==> src/rtl/uart_tx_report.sv <==
// UART transmitter that reports PAR_N snapshotted parameters as ASCII decimal,
// formatted "p0_p1_..._pN-1\n", 8N1, LSB first.
module uart_tx_report #(
  parameter int CLK_DIV = 16,
  parameter int PAR_W   = 16,
  parameter int PAR_N   = 5,
  parameter int DIGITS  = 5
) (
  input  logic                   clk,
  input  logic                   rst,
  input  logic                   start,
  input  logic [PAR_N*PAR_W-1:0] params,
  output logic                   busy,
  output logic                   done,
  output logic                   uart_tx
);

  localparam int CW    = $clog2(PAR_W + 1);
  localparam int BW    = $clog2(CLK_DIV + 1);
  localparam int IW    = (PAR_N > 1) ? $clog2(PAR_N) : 1;
  localparam int DW    = (DIGITS > 1) ? $clog2(DIGITS) : 1;
  localparam int BCD_W = 4 * DIGITS;

  typedef enum logic [1:0] {
    S_IDLE,
    S_CONV,
    S_LOAD,
    S_SEND
  } state_t;

  state_t r_state;
  state_t w_state_nxt;

  logic [PAR_N*PAR_W-1:0] r_snap;
  logic [IW-1:0]          r_idx;
  logic [PAR_W-1:0]       r_shift;
  logic [BCD_W-1:0]       r_bcd;
  logic [CW-1:0]          r_cnt;
  logic [DW-1:0]          r_dptr;
  logic                   r_dig_pend;
  logic                   r_sep_sent;
  logic [9:0]             r_frame;
  logic [BW-1:0]          r_baud;
  logic [3:0]             r_bit;
  logic                   r_tx;
  logic                   r_busy;
  logic                   r_done;

  logic [BCD_W-1:0]       w_bcd_adj;
  logic [BCD_W-1:0]       w_bcd_next;
  logic [DW-1:0]          w_msd;
  logic [3:0]             w_digit;
  logic [7:0]             w_char;
  logic                   w_last_par;
  logic                   w_last_char;
  logic                   w_conv_last;
  logic                   w_frame_end;
  logic [IW-1:0]          w_next_idx;
  logic [PAR_N*PAR_W-1:0] w_src;
  logic [PAR_W-1:0]       w_load_val;

  logic w_accept;
  logic w_conv_init;
  logic w_conv_step;
  logic w_load;
  logic w_send;
  logic w_finish;

  assign busy    = r_busy;
  assign done    = r_done;
  assign uart_tx = r_tx;

  assign w_last_par  = (r_idx == IW'(PAR_N - 1));
  assign w_last_char = r_sep_sent && w_last_par;
  assign w_conv_last = (r_cnt == CW'(PAR_W - 1));

  // Non-final frames hand over one cycle early so LOAD overlaps the last stop
  // cycle; the terminator frame holds its stop bit fully before done.
  assign w_frame_end = (r_bit == 4'd10) &&
                       (r_baud == (w_last_char ? BW'(0) : BW'(1)));

  assign w_next_idx = w_accept ? '0 : r_idx + IW'(1);
  assign w_src      = w_accept ? params : r_snap;
  assign w_load_val = w_src[w_next_idx*PAR_W +: PAR_W];

  always_comb begin
    w_bcd_adj = r_bcd;
    for (int unsigned k = 0; k < DIGITS; k++) begin
      if (r_bcd[4*k +: 4] >= 4'd5) begin
        w_bcd_adj[4*k +: 4] = r_bcd[4*k +: 4] + 4'd3;
      end
    end
    w_bcd_next = {w_bcd_adj[BCD_W-2:0], r_shift[PAR_W-1]};
  end

  always_comb begin
    w_msd = '0;
    for (int unsigned k = 0; k < DIGITS; k++) begin
      if (w_bcd_next[4*k +: 4] != 4'd0) begin
        w_msd = DW'(k);
      end
    end
  end

  assign w_digit = r_bcd[{r_dptr, 2'b00} +: 4];

  always_comb begin
    if (r_dig_pend) begin
      w_char = {4'h3, w_digit};
    end else if (w_last_par) begin
      w_char = 8'h0A;
    end else begin
      w_char = 8'h5F;
    end
  end

  always_ff @(posedge clk or posedge rst) begin
    if (rst) begin
      r_state <= S_IDLE;
    end else begin
      r_state <= w_state_nxt;
    end
  end

  always_comb begin
    w_state_nxt = r_state;
    case (r_state)
      S_IDLE: if (start) w_state_nxt = S_CONV;
      S_CONV: if (w_conv_last) w_state_nxt = S_LOAD;
      S_LOAD: w_state_nxt = S_SEND;
      S_SEND: begin
        if (w_frame_end) begin
          if (!r_sep_sent) begin
            w_state_nxt = S_LOAD;
          end else if (w_last_par) begin
            w_state_nxt = S_IDLE;
          end else begin
            w_state_nxt = S_CONV;
          end
        end
      end
      default: w_state_nxt = S_IDLE;
    endcase
  end

  always_comb begin
    w_accept    = 1'b0;
    w_conv_init = 1'b0;
    w_conv_step = 1'b0;
    w_load      = 1'b0;
    w_send      = 1'b0;
    w_finish    = 1'b0;
    case (r_state)
      S_IDLE: begin
        w_accept    = start;
        w_conv_init = start;
      end
      S_CONV: w_conv_step = 1'b1;
      S_LOAD: w_load = 1'b1;
      S_SEND: begin
        w_send = 1'b1;
        if (w_frame_end && r_sep_sent) begin
          if (w_last_par) begin
            w_finish = 1'b1;
          end else begin
            w_conv_init = 1'b1;
          end
        end
      end
      default: ;
    endcase
  end

  always_ff @(posedge clk or posedge rst) begin
    if (rst) begin
      r_snap <= '0;
      r_idx  <= '0;
    end else if (w_accept) begin
      r_snap <= params;
      r_idx  <= '0;
    end else if (w_conv_init) begin
      r_idx <= w_next_idx;
    end
  end

  always_ff @(posedge clk or posedge rst) begin
    if (rst) begin
      r_shift    <= '0;
      r_bcd      <= '0;
      r_cnt      <= '0;
      r_dptr     <= '0;
      r_dig_pend <= 1'b0;
      r_sep_sent <= 1'b0;
    end else begin
      if (w_conv_init) begin
        r_shift <= w_load_val;
        r_bcd   <= '0;
        r_cnt   <= '0;
      end
      if (w_conv_step) begin
        r_shift <= r_shift << 1;
        r_bcd   <= w_bcd_next;
        r_cnt   <= r_cnt + CW'(1);
        if (w_conv_last) begin
          r_dptr     <= w_msd;
          r_dig_pend <= 1'b1;
          r_sep_sent <= 1'b0;
        end
      end
      if (w_load) begin
        if (r_dig_pend) begin
          if (r_dptr == '0) begin
            r_dig_pend <= 1'b0;
          end else begin
            r_dptr <= r_dptr - DW'(1);
          end
        end else begin
          r_sep_sent <= 1'b1;
        end
      end
    end
  end

  always_ff @(posedge clk or posedge rst) begin
    if (rst) begin
      r_frame <= '1;
      r_baud  <= '0;
      r_bit   <= '0;
      r_tx    <= 1'b1;
    end else if (w_load) begin
      r_frame <= {1'b1, w_char, 1'b0};
      r_baud  <= '0;
      r_bit   <= '0;
    end else if (w_send) begin
      if (r_baud == '0) begin
        if (r_bit != 4'd10) begin
          r_tx    <= r_frame[0];
          r_frame <= {1'b1, r_frame[9:1]};
          r_bit   <= r_bit + 4'd1;
          r_baud  <= BW'(CLK_DIV - 1);
        end
      end else begin
        r_baud <= r_baud - BW'(1);
      end
    end
  end

  always_ff @(posedge clk or posedge rst) begin
    if (rst) begin
      r_busy <= 1'b0;
      r_done <= 1'b0;
    end else begin
      r_done <= w_finish;
      if (w_accept) begin
        r_busy <= 1'b1;
      end else if (w_finish) begin
        r_busy <= 1'b0;
      end
    end
  end

endmodule
==> config.mk <==
export PLATFORM = sky130hd
export DESIGN_NAME = uart_tx_report
export DESIGN_NICKNAME = d
export VERILOG_FILES = /design/src/rtl/uart_tx_report.sv
export SDC_FILE = /design/constraint.sdc
export NUM_CORES = 1
export LEC_CHECK = 0
export ABC_AREA = 1
export BUFFER_PORTS_ARGS = -buffer_cell sky130_fd_sc_hd__buf_4
export CORE_UTILIZATION = 45
export DETAILED_ROUTE_END_ITERATION = 6
export MAX_ROUTING_LAYER = met4
export PLACE_DENSITY = 0.66
export SETUP_SLACK_MARGIN = 0.2
export SLEW_MARGIN = 20
export SYNTH_ARGS = -nofsm -noshare
export SYNTH_HDL_FRONTEND = slang
export SYNTH_SLANG_ARGS = --single-unit
==> constraint.sdc <==
create_clock -name clk -period 4.1 [get_ports clk]
set_clock_uncertainty 0.15 [all_clocks]
set_input_delay 0.205 -clock clk [delete_from_list [all_inputs] [get_ports clk]]
set_output_delay 0.205 -clock clk [all_outputs]
set_load 0.03 [all_outputs]
== Word level (Yosys, flattened, before mapping) ==
Cells that the tools add are included.
Word-level totals
  register bits after elaboration: 153
  input port bits: 83
  output and inout bits: 3
  word-level logic and storage cells: 131
Operators by class
  add/subtract/negate cells: 10
  order comparisons: 5
  eq/ne operators: 12
  shift operators: 2
  mux-type cells: 66
  bitwise gates (word level): 1
  reduce and logical (&&, ||, !) cells: 20
Operators with widths (number)
  $mux 80: 1
  $shiftx 80x8->16: 1
  $mux 10: 4
  $mux 20: 2
  $mux 3: 12
  $mux 16: 2
  $mux 4: 8
  $mux 5: 6
  $mux 1: 23
  $ge 4x3->1 const B: 5
  $shiftx 20x6->4: 1
  $add 4x2->4 const B: 4
  $reduce_bool 4->1: 4
  $mux 7: 2
  $reduce_bool 2->1: 6
  $mux 2: 4
  $pmux 2 s4: 1
  $ne 2x2->1 const B: 3
  $reduce_and 3->1: 2
  $add 5x1->5 const B: 1
  $eq 5x1->1: 1
  $eq 5x4->1 const B: 1
  $logic_not 5->1: 1
  $sub 5x1->5 const B: 1
  other kinds (17): 20

== Longest topological paths before layout ==
Gate-level depths: netlist of run 1.
  depth after elaboration: 12
  mapped depth: 15
  mapped depth without buffers: 13

== Worst setup path after synthesis of run 1 ==
Ideal clock, no wire load.
  path type: reg2reg
  start point: reg r_idx[0]
  end point: reg r_cnt[4]
  library setup time: 135 ps
  arrival: 1822 ps
  required time: 3815 ps
  slack: 1993 ps
  stages on the path, launching flop included: 15
  period minus slack after synthesis: 2107 ps
  path through: dfrtp_1 -> inv_2 -> clkbuf_1 -> ha_1 -> nand2_1 -> inv_2 -> nand2_1 -> nand2_1 -> nand4_1 -> nand2_1 -> nand2_1 -> nand2_1 -> buf_4 -> buf_4 -> o22ai_1
Between the ends
  cells in the longest elaborated chain, start to end: 9
RTL lines
  start, declared: RTL line 35  | logic [IW-1:0] r_idx;
  start signal, assigned: RTL line 182  | r_idx <= w_next_idx;
  $eq 3x3->1 (*): RTL line 73  | assign w_last_par = (r_idx == IW'(PAR_N - 1));
  $logic_and 1x1->1: RTL line 74  | assign w_last_char = r_sep_sent && w_last_par;
  $mux 1: RTL line 80  | (r_baud == (w_last_char ? BW'(0) : BW'(1)));
  $eq 5x1->1: RTL line 80
  $logic_and 1x1->1: RTL line 79  | assign w_frame_end = (r_bit == 4'd10) &&
  $logic_and 1x1->1: RTL line 162  | if (w_frame_end && r_sep_sent) begin
  $mux 1 (*): RTL line 162
  $pmux 1 s2 (*): RTL line 153  | case (r_state)
  $reduce_bool 2->1 (no line) (*)
  end signal, assigned: RTL line 203  | r_cnt <= r_cnt + CW'(1);
  end, declared: RTL line 38  | logic [CW-1:0] r_cnt;
Mark *: on every way between the ends. The rest lies on a longest branch, timed or not.
A chain may end at the register's enable or synchronous reset.

== Worst setup path after layout of run 1 ==
  start point: reg r_state[0]
  end point: reg r_shift[6]
Between the ends
  cells in the longest elaborated chain, start to end: 6
RTL lines
  start, declared: RTL line 31  | state_t r_state;
  start signal, assigned: RTL line 121  | r_state <= w_state_nxt;
  $logic_not 2->1: RTL line 153
  $mux 1: RTL line 153
  $mux 80 or $mux 3 (tied branches)
  $shiftx 80x8->16: RTL line 84  | assign w_load_val = w_src[w_next_idx*PAR_W +: PAR_W];
  $mux 16: RTL line 195  | if (w_conv_init) begin
  $mux 16: RTL line 200  | if (w_conv_step) begin
  end signal, assigned: RTL line 196  | r_shift <= w_load_val;
  end signal, assigned: RTL line 201  | r_shift <= r_shift << 1;
  end, declared: RTL line 36  | logic [PAR_W-1:0] r_shift;
Several ways; a longest one is shown, not always the timed one. The select of a mux whose other input is x is not followed.

==> run_summary.xml, run 1 <==
<?xml version="1.0" encoding="UTF-8"?>
<metrics>
  <group name="die">
    <metric name="placementRows" unit="">48</metric>
    <metric name="ios" unit="">86</metric>
    <metric name="floorplan.die.width" unit="µm">134</metric>
    <metric name="initial_core_util" unit="%">45.9</metric>
    <metric name="core_area" unit="µm²">17200</metric>
    <metric name="floorplan.die.height" unit="µm">134</metric>
    <metric name="dieArea" unit="µm²">18000</metric>
  </group>
  <group name="pwr">
    <metric name="power_report.internal_total" unit="µW">2580</metric>
    <metric name="power.sequential.fraction" unit="%">45.5</metric>
    <metric name="power_density" unit="nW/µm²">328</metric>
    <metric name="p_switching" unit="µW">717</metric>
    <metric name="combinationalPowerShare" unit="%">4.8</metric>
    <metric name="share_clk_of_total_power" unit="%">49.7</metric>
    <metric name="total_leakage_power" unit="µW">0.00514</metric>
    <metric name="swShare" unit="%">21.8</metric>
    <metric name="design_power_total" unit="µW">3290</metric>
    <metric name="ir_drop" unit="mV">0.286</metric>
  </group>
  <group name="yosys">
    <metric name="synth_xor_area_share" unit="%">0.444</metric>
    <metric name="synth_area_in_compound_gates" unit="%">12.9</metric>
    <metric name="synth_async_sr_flop_share" unit="%">100</metric>
    <metric name="syn-cell-area" unit="µm²">7880</metric>
    <metric name="postSynthCellCount" unit="">1027</metric>
    <metric name="synth_ff_type" unit="">dfrtp_1</metric>
    <metric name="cell_variety_after_synth" unit="">42</metric>
    <metric name="synth_seq_cells" unit="">152</metric>
    <metric name="yosysSeqAreaShare" unit="%">48.4</metric>
    <metric name="synth.mux.area_fraction" unit="%">0</metric>
    <metric name="synth_fa_ha_area_share" unit="%">3.81</metric>
    <metric name="top_cell_type_by_total_area_after_synthesis" unit="">dfrtp_1</metric>
    <metric name="syn_area_per_cell" unit="µm²">7.68</metric>
    <metric name="synthesis.nets" unit="">1134</metric>
    <metric name="number_of_enable_type_register_cells_in_the_synthesized_netlist" unit="">0</metric>
    <metric name="synth.top_cells.by_area" unit="">dfrtp_1 (45%), nand2_1 (18%), o21ai_0 (5.8%)</metric>
    <metric name="largest_family_of_logic_cells_by_synthesized_area" unit="">simple AND/OR/NAND/NOR gates</metric>
    <metric name="synthSimpleGateAreaFrac" unit="%">26.6</metric>
    <metric name="yosysTopAreaCellShare" unit="%">45.1</metric>
    <metric name="synth_warnings" unit="">0</metric>
  </group>
  <group name="drt">
    <metric name="route.detailed.drc" unit="">0</metric>
    <metric name="vias" unit="">7133</metric>
    <metric name="ant_nets" unit="">0</metric>
    <metric name="detailedRoute.firstPassIterationCount" unit="">5</metric>
    <metric name="drt_wl_total" unit="mm">20.0</metric>
    <metric name="initialDrtViolationCount" unit="">463</metric>
    <metric name="route.detailed.vias_per_inst" unit="">5.06</metric>
    <metric name="drt-wirelength-per-cell" unit="µm">14.2</metric>
  </group>
  <group name="setup_path">
    <metric name="path_common_cell" unit="">nand2_1</metric>
    <metric name="critPathRequiredTime" unit="ps">4310</metric>
    <metric name="path_class" unit="">flop to flop</metric>
    <metric name="critPathTopFamily" unit="">simple AND/OR/NAND/NOR gates</metric>
    <metric name="critical_path.max_stage_delay" unit="ps">520</metric>
    <metric name="crit_path_top_delay_cell" unit="">inv_2</metric>
    <metric name="kind_of_end_point_of_the_critical_path" unit="">flop</metric>
    <metric name="critPathArrivalTime" unit="ps">3100</metric>
    <metric name="crit_path_cell_trace" unit="">inv_1 &gt; ha_1 &gt; nand2_4 &gt; nand2_2 &gt; inv_2 &gt; nor2_1 &gt; o21ai_1 &gt; nand2_1 &gt; a21oi_2 &gt; nand2_1 &gt; nand2_1</metric>
    <metric name="cp_num_buf_inv" unit="">2</metric>
    <metric name="critPathMaxFanout" unit="">33</metric>
    <metric name="start_kind" unit="">flop</metric>
  </group>
  <group name="global_route">
    <metric name="via_count_of_the_first_global_routing_pass" unit="">6951</metric>
    <metric name="grt_start_max_net_pins" unit="">153</metric>
    <metric name="grtUsageTotal" unit="%">24.9</metric>
    <metric name="grt-ovfl-total" unit="">0</metric>
    <metric name="grt_antenna_before_repair" unit="">0</metric>
    <metric name="grt_pass1_wl" unit="mm">34.1</metric>
  </group>
  <group name="cts">
    <metric name="cts_hold_buf" unit="">81</metric>
    <metric name="cts_tree" unit="">built</metric>
    <metric name="clockBufferDepth" unit="">2</metric>
    <metric name="cts.reportedPaths.clkPinSlew" unit="ps">60</metric>
    <metric name="post-cts-setup-buffers" unit="">0</metric>
    <metric name="cts.repair.resized" unit="">0</metric>
    <metric name="clock_insertion_delay_at_the_later_pin_of_the_skew_report" unit="ps">430</metric>
    <metric name="cts_root_buf" unit="">clkbuf_16</metric>
    <metric name="cts_htree_levels" unit="">4</metric>
    <metric name="clock_sink_count" unit="">152</metric>
    <metric name="cts_made_buffers" unit="">17</metric>
  </group>
  <group name="final_layout">
    <metric name="finish.utilization" unit="%">58.5</metric>
    <metric name="antenna_cells_inserted" unit="">0</metric>
    <metric name="final_net_count" unit="">1280</metric>
    <metric name="final_cell_mix" unit="">nand2_1 (377), dfrtp_1 (142), o21ai_0 (91), buf_4 (91), inv_1 (86)</metric>
    <metric name="leading_cell_type_in_the_layout_fill_and_taps_excluded" unit="">nand2_1</metric>
    <metric name="fill_cells" unit="">1599</metric>
    <metric name="area_growth_syn_to_layout" unit="%">27.5</metric>
    <metric name="post_route_cells_drive_above_1_share" unit="%">13.3</metric>
  </group>
  <group name="job">
    <metric name="max_cap_violations" unit="">0</metric>
  </group>
  <group name="sta">
    <metric name="post-route-period-util" unit="%">70.3</metric>
    <metric name="hold_viol_final" unit="">0</metric>
    <metric name="max_slew.worst_pin.slew" unit="ps">877</metric>
    <metric name="drv_slew" unit="">0</metric>
    <metric name="fin_tns_setup" unit="ps">0</metric>
    <metric name="max_slew_margin" unit="%">41.6</metric>
    <metric name="grt_setup_unrepaired" unit="">no</metric>
    <metric name="clock.fmax" unit="MHz">347</metric>
    <metric name="hold_ws" unit="ps">151</metric>
    <metric name="post-route-min-period" unit="ps">2880</metric>
    <metric name="final_count_of_negative_setup_slack_endpoints" unit="">0</metric>
  </group>
  <group name="placement">
    <metric name="numPortBuffers" unit="">85</metric>
    <metric name="gp_routability_congestion" unit="">0.839</metric>
    <metric name="hpwlAfterDp" unit="mm">12.7</metric>
  </group>
  <group name="min_path">
    <metric name="min-delay-path-class" unit="">primary input to flop</metric>
  </group>
  <group name="run_status">
    <metric name="status" unit="">finished, final reports clean</metric>
  </group>
</metrics>
routing by layer:
metal / track usage (%) / share of wire, % / vias to the layer above
met3: 5.06 / 3.5 / 34
li1: - / - / 3577
met2: 38.2 / 47 / 161
met1: 33.1 / 47 / 3361
met4: 7.74 / 2.0 / 0
met5: - / 0 / -
tightest hold or removal path: stages:
cell and delay, ps:
buf_4 110, nand2_4 210, o21ai_0 150
layout make-up:
class | count | area, µm² | area share [%]
sequential | 152 | 3820 | 38.0
timing repair buffer | 174 | 1530 | 15.3
clock buffer | 18 | 439 | 4.37
inverter | 95 | 360 | 3.59
multi-input combinational | 733 | 3450 | 34.3
clock inverter | 14 | 173 | 1.72
tap | 225 | 282 | 2.80
sequential cells by signal, summed over array words and instances (netlist names):
signal / flops
r_bcd: 20
uart_tx: 1
r_frame: 9
r_baud: 5
busy: 1
done: 1
r_shift: 16
r_state: 2
r_bit: 4
r_sep_sent: 1
r_idx: 3
r_cnt: 5
r_dig_pend: 1
r_dptr: 3
r_snap: 80
per-stage QoR:
stage | area [µm²] | worst slack [ps] | instances
final | 10100 | 1220 | 1411
after global routing | 10100 | 966 | 1411
after CTS | 10100 | 1230 | 1411
after detailed placement | 8630 | 1240 | 1298
after global placement | 8630 | 1270 | 1298
after floorplan | 7890 | 1840 | 1027
path summary, 6_finish.rpt:
check / from / endpoint / slack (ps) / depth (start not counted)
min: start / busy / 150 / 3
max: r_state[0] / r_shift[6] / 1220 / 11
max reg2reg: r_state[0] / r_shift[6] / 1220 / 11
max in group asynchronous: rst / r_snap[58] / 2730 / 4
min reg2reg: r_bit[3] / r_bit[3] / 320 / 1
min in group asynchronous: rst / r_snap[63] / 390 / 4
cell usage after synthesis (2+ instances only):
master / number
buf_4: 7
nand2_2: 4
nor2_1: 52
inv_2: 6
ha_1: 24
or2_1: 2
a21oi_1: 42
o21ai_1: 35
o31ai_1: 2
dfrtp_1: 142
buf_2: 23
o22ai_1: 15
or2_2: 6
nand2_1: 377
clkinv_1: 2
nor3_1: 7
xor2_1: 3
nand2_4: 2
inv_1: 87
nand4_1: 7
clkbuf_1: 11
buf_6: 4
dfstp_2: 10
nand3_1: 49
o21ai_0: 91
power by group through the flow:
stage,registers [µW],logic [µW],clock network [µW]
2_1_floorplan,1530,22.0,0
3_3_place_gp,1530,95.0,0
3_5_place_dp,1530,95.3,0
4_1_cts,1500,156,1660
5_1_grt,1500,173,1730
6_report,1500,158,1640
kinds of logic after synthesis:
family,count (synthesis)
flip-flops,152
XOR/XNOR,4
adder cells (fa/ha/maj),24
AO/OA/AOI/OAI,193
buffers and inverters,142
AND/OR/NAND/NOR,512
(Power assumes the default switching activity.)
==> run 2: changes to the inputs <==
PLACE_DENSITY = default   (was 0.66)
clock period = 2.85 ns   (was 4.1 ns; I/O delays follow)
==> run 2 against run 1 <==
Against the previous run: total power rose by 40%; global-route usage down 0.64 points; non-clock buffer count increased by 11; first-iteration DRC count is 3.0% lower; clock power grew 35%; flip-flop and latch count did not move; sequential power is 44% higher; die area unchanged; final cell count increased by 0.92%; worst setup slack got worse by 840 ps; design area up 1.5%; highest routed layer unchanged.
==> run_summary.xml, run 2 (synthesis results as in run 1) <==
<?xml version="1.0" encoding="UTF-8"?>
<metrics>
  <group name="global_route">
    <metric name="grtUsageTotal" unit="%">24.2</metric>
    <metric name="grt-ovfl-total" unit="">0</metric>
    <metric name="grt_start_max_net_pins" unit="">105</metric>
    <metric name="globalRoute.busiestLayer" unit="">met2</metric>
    <metric name="groute.layer.met3.usage" unit="%">3.63</metric>
    <metric name="groute.layer.met1.usage" unit="%">34.2</metric>
    <metric name="grt_antenna_before_repair" unit="">0</metric>
    <metric name="via_count_of_the_first_global_routing_pass" unit="">6776</metric>
    <metric name="grt.met2_usage" unit="%">36.4</metric>
    <metric name="grt_pass1_wl" unit="mm">33.4</metric>
  </group>
  <group name="setup_path">
    <metric name="kind_of_end_point_of_the_critical_path" unit="">flop</metric>
    <metric name="cp_num_buf_inv" unit="">3</metric>
    <metric name="crit_path_cell_trace" unit="">inv_1 &gt; ha_1 &gt; nand2_4 &gt; buf_6 &gt; buf_4 &gt; nand2_1 &gt; and2_1 &gt; o21ai_0 &gt; nand3_1 &gt; nand2_1</metric>
    <metric name="critPathRequiredTime" unit="ps">3060</metric>
    <metric name="path_common_cell" unit="">nand2_1</metric>
    <metric name="worstRegToRegCells" unit="">10</metric>
    <metric name="critical_path_cell_count" unit="">10</metric>
    <metric name="rr_endpoint" unit="">r_shift[0]</metric>
    <metric name="start_kind" unit="">flop</metric>
    <metric name="critPathArrivalTime" unit="ps">2680</metric>
    <metric name="ff2ff_setup_slack" unit="ps">380</metric>
    <metric name="crit_path_top_delay_cell" unit="">dfrtp_1</metric>
    <metric name="critPathLaunch" unit="">r_state[0]</metric>
    <metric name="critPathTopFamily" unit="">simple AND/OR/NAND/NOR gates</metric>
    <metric name="critPathMaxFanout" unit="">24</metric>
    <metric name="critical_path.max_stage_delay" unit="ps">410</metric>
    <metric name="path_class" unit="">flop to flop</metric>
    <metric name="timing.rr.start" unit="">r_state[0]</metric>
  </group>
  <group name="die">
    <metric name="initial_core_util" unit="%">45.9</metric>
    <metric name="floorplan.die.width" unit="µm">134</metric>
    <metric name="floorplan.die.height" unit="µm">134</metric>
    <metric name="core_area" unit="µm²">17200</metric>
    <metric name="dieArea" unit="µm²">18000</metric>
    <metric name="placementRows" unit="">48</metric>
    <metric name="ios" unit="">86</metric>
  </group>
  <group name="drt">
    <metric name="detailedRoute.firstPassIterationCount" unit="">5</metric>
    <metric name="route.detailed.drc" unit="">0</metric>
    <metric name="drt-wirelength-per-cell" unit="µm">14.4</metric>
    <metric name="vias" unit="">7060</metric>
    <metric name="drt_wl_total" unit="mm">20.5</metric>
    <metric name="ant_nets" unit="">0</metric>
    <metric name="initialDrtViolationCount" unit="">449</metric>
    <metric name="route.detailed.vias_per_inst" unit="">4.96</metric>
  </group>
  <group name="pwr">
    <metric name="ir_drop" unit="mV">0.492</metric>
    <metric name="design_power_total" unit="µW">4600</metric>
    <metric name="combinationalPowerShare" unit="%">5.0</metric>
    <metric name="power.sequential.fraction" unit="%">46.9</metric>
    <metric name="p_switching" unit="µW">1050</metric>
    <metric name="swShare" unit="%">22.8</metric>
    <metric name="power_report.internal_total" unit="µW">3550</metric>
    <metric name="power_density" unit="nW/µm²">451</metric>
    <metric name="total_leakage_power" unit="µW">0.00523</metric>
    <metric name="share_clk_of_total_power" unit="%">48.1</metric>
  </group>
  <group name="sta">
    <metric name="post-route-period-util" unit="%">86.8</metric>
    <metric name="final_count_of_negative_setup_slack_endpoints" unit="">0</metric>
    <metric name="max_slew.worst_pin.slew" unit="ps">598</metric>
    <metric name="fin_tns_setup" unit="ps">0</metric>
    <metric name="clock.fmax" unit="MHz">404</metric>
    <metric name="grt_setup_unrepaired" unit="">no</metric>
    <metric name="post-route-min-period" unit="ps">2470</metric>
    <metric name="drv_slew" unit="">0</metric>
    <metric name="max_slew_margin" unit="%">60.1</metric>
    <metric name="hold_viol_final" unit="">0</metric>
    <metric name="hold_ws" unit="ps">32.8</metric>
  </group>
  <group name="placement">
    <metric name="hpwlAfterDp" unit="mm">13.0</metric>
    <metric name="numPortBuffers" unit="">85</metric>
    <metric name="numPlacedInstances" unit="">1307</metric>
    <metric name="gp_routability_congestion" unit="">0.826</metric>
  </group>
  <group name="final_layout">
    <metric name="leading_cell_type_in_the_layout_fill_and_taps_excluded" unit="">nand2_1</metric>
    <metric name="number_of_flip_flops_in_the_largest_register" unit="">80</metric>
    <metric name="largest-register" unit="">r_snap</metric>
    <metric name="area_growth_syn_to_layout" unit="%">29.4</metric>
    <metric name="finalNonFillerCells" unit="">1424</metric>
    <metric name="multi_input_comb_area" unit="µm²">3470</metric>
    <metric name="finish.utilization" unit="%">59.4</metric>
    <metric name="fill_cells" unit="">1590</metric>
    <metric name="antenna_cells_inserted" unit="">0</metric>
    <metric name="final_net_count" unit="">1293</metric>
    <metric name="largestRegisters" unit="">r_snap (80), r_bcd (20), r_shift (16)</metric>
    <metric name="post_route_cells_drive_above_1_share" unit="%">14.3</metric>
    <metric name="seqCellArea" unit="µm²">3820</metric>
    <metric name="final_cell_mix" unit="">nand2_1 (377), dfrtp_1 (142), buf_4 (96)</metric>
  </group>
  <group name="min_path">
    <metric name="min_to" unit="">busy</metric>
    <metric name="min-delay-path-class" unit="">primary input to flop</metric>
    <metric name="timing.hold.worst.start" unit="">start</metric>
    <metric name="timing.hold.worst_path_depth" unit="">3</metric>
  </group>
  <group name="cts">
    <metric name="cts_root_buf" unit="">clkbuf_16</metric>
    <metric name="cts_tree" unit="">built</metric>
    <metric name="clockBufferDepth" unit="">2</metric>
    <metric name="clock_sink_count" unit="">152</metric>
    <metric name="cts.reportedPaths.clkPinSlew" unit="ps">60</metric>
    <metric name="cts_made_buffers" unit="">17</metric>
    <metric name="cts_htree_levels" unit="">4</metric>
    <metric name="clock_insertion_delay_at_the_later_pin_of_the_skew_report" unit="ps">430</metric>
  </group>
  <group name="run_status">
    <metric name="status" unit="">finished, final reports clean</metric>
  </group>
  <group name="job">
    <metric name="max_cap_violations" unit="">0</metric>
  </group>
</metrics>
[run 2: metal layers]
layer / vias to the layer above / wire length (µm)
met5: - / 0
met4: 0 / 201
met3: 20 / 811
met2: 146 / 9290
met1: 3275 / 10200
li1: 3619 / -
[run 2: worst reg2reg max path, cell delays in order (launching register included)]
cell	delay [ps]
dfrtp_1	410
inv_1	120
ha_1	260
nand2_4	250
buf_6	280
buf_4	280
nand2_1	70
and2_1	190
o21ai_0	230
nand3_1	120
nand2_1	70
[run 2: worst max-delay path by stage]
stage,end
after global routing,r_shift[11]
after detailed placement,r_shift[7]
after CTS,r_shift[7]
after floorplan,busy
final,r_shift[0]
after global placement,r_shift[0]
[run 2: area by class of cell]
cell class / instances / share of cell area [%]
Sequential cell: 152 / 37.4
Tap cell: 225 / 2.76
Inverter: 95 / 3.53
Clock buffer: 18 / 4.31
Multi-Input combinational cell: 735 / 34.1
Clock inverter: 14 / 1.39
Timing Repair Buffer: 185 / 16.5
[run 2: metrics by stage]
stage	worst slack, ps	area [µm²]
2_1_floorplan	649	7890
6_report	376	10200
5_1_grt	201	10200
3_5_place_dp	307	8750
3_3_place_gp	365	8750
4_1_cts	283	10100
[run 2: power by group through the flow]
stage	Combinational, µW	Clock [µW]	Sequential (µW)
2_1_floorplan	31.6	0	2200
3_3_place_gp	139	0	2200
3_5_place_dp	140	0	2200
4_1_cts	228	2260	2160
5_1_grt	251	2330	2160
6_report	229	2210	2160
[run 2: timing repair]
| item | in CTS | in global routing |
|---|---|---|
| resized for setup | 0 | 2 |
| setup endpoints to repair | 0 | 11 |
| endpoints found under the hold margin | 232 | 0 |
| hold buffers | 81 | 0 |
| buffers inserted | 0 | 1 |
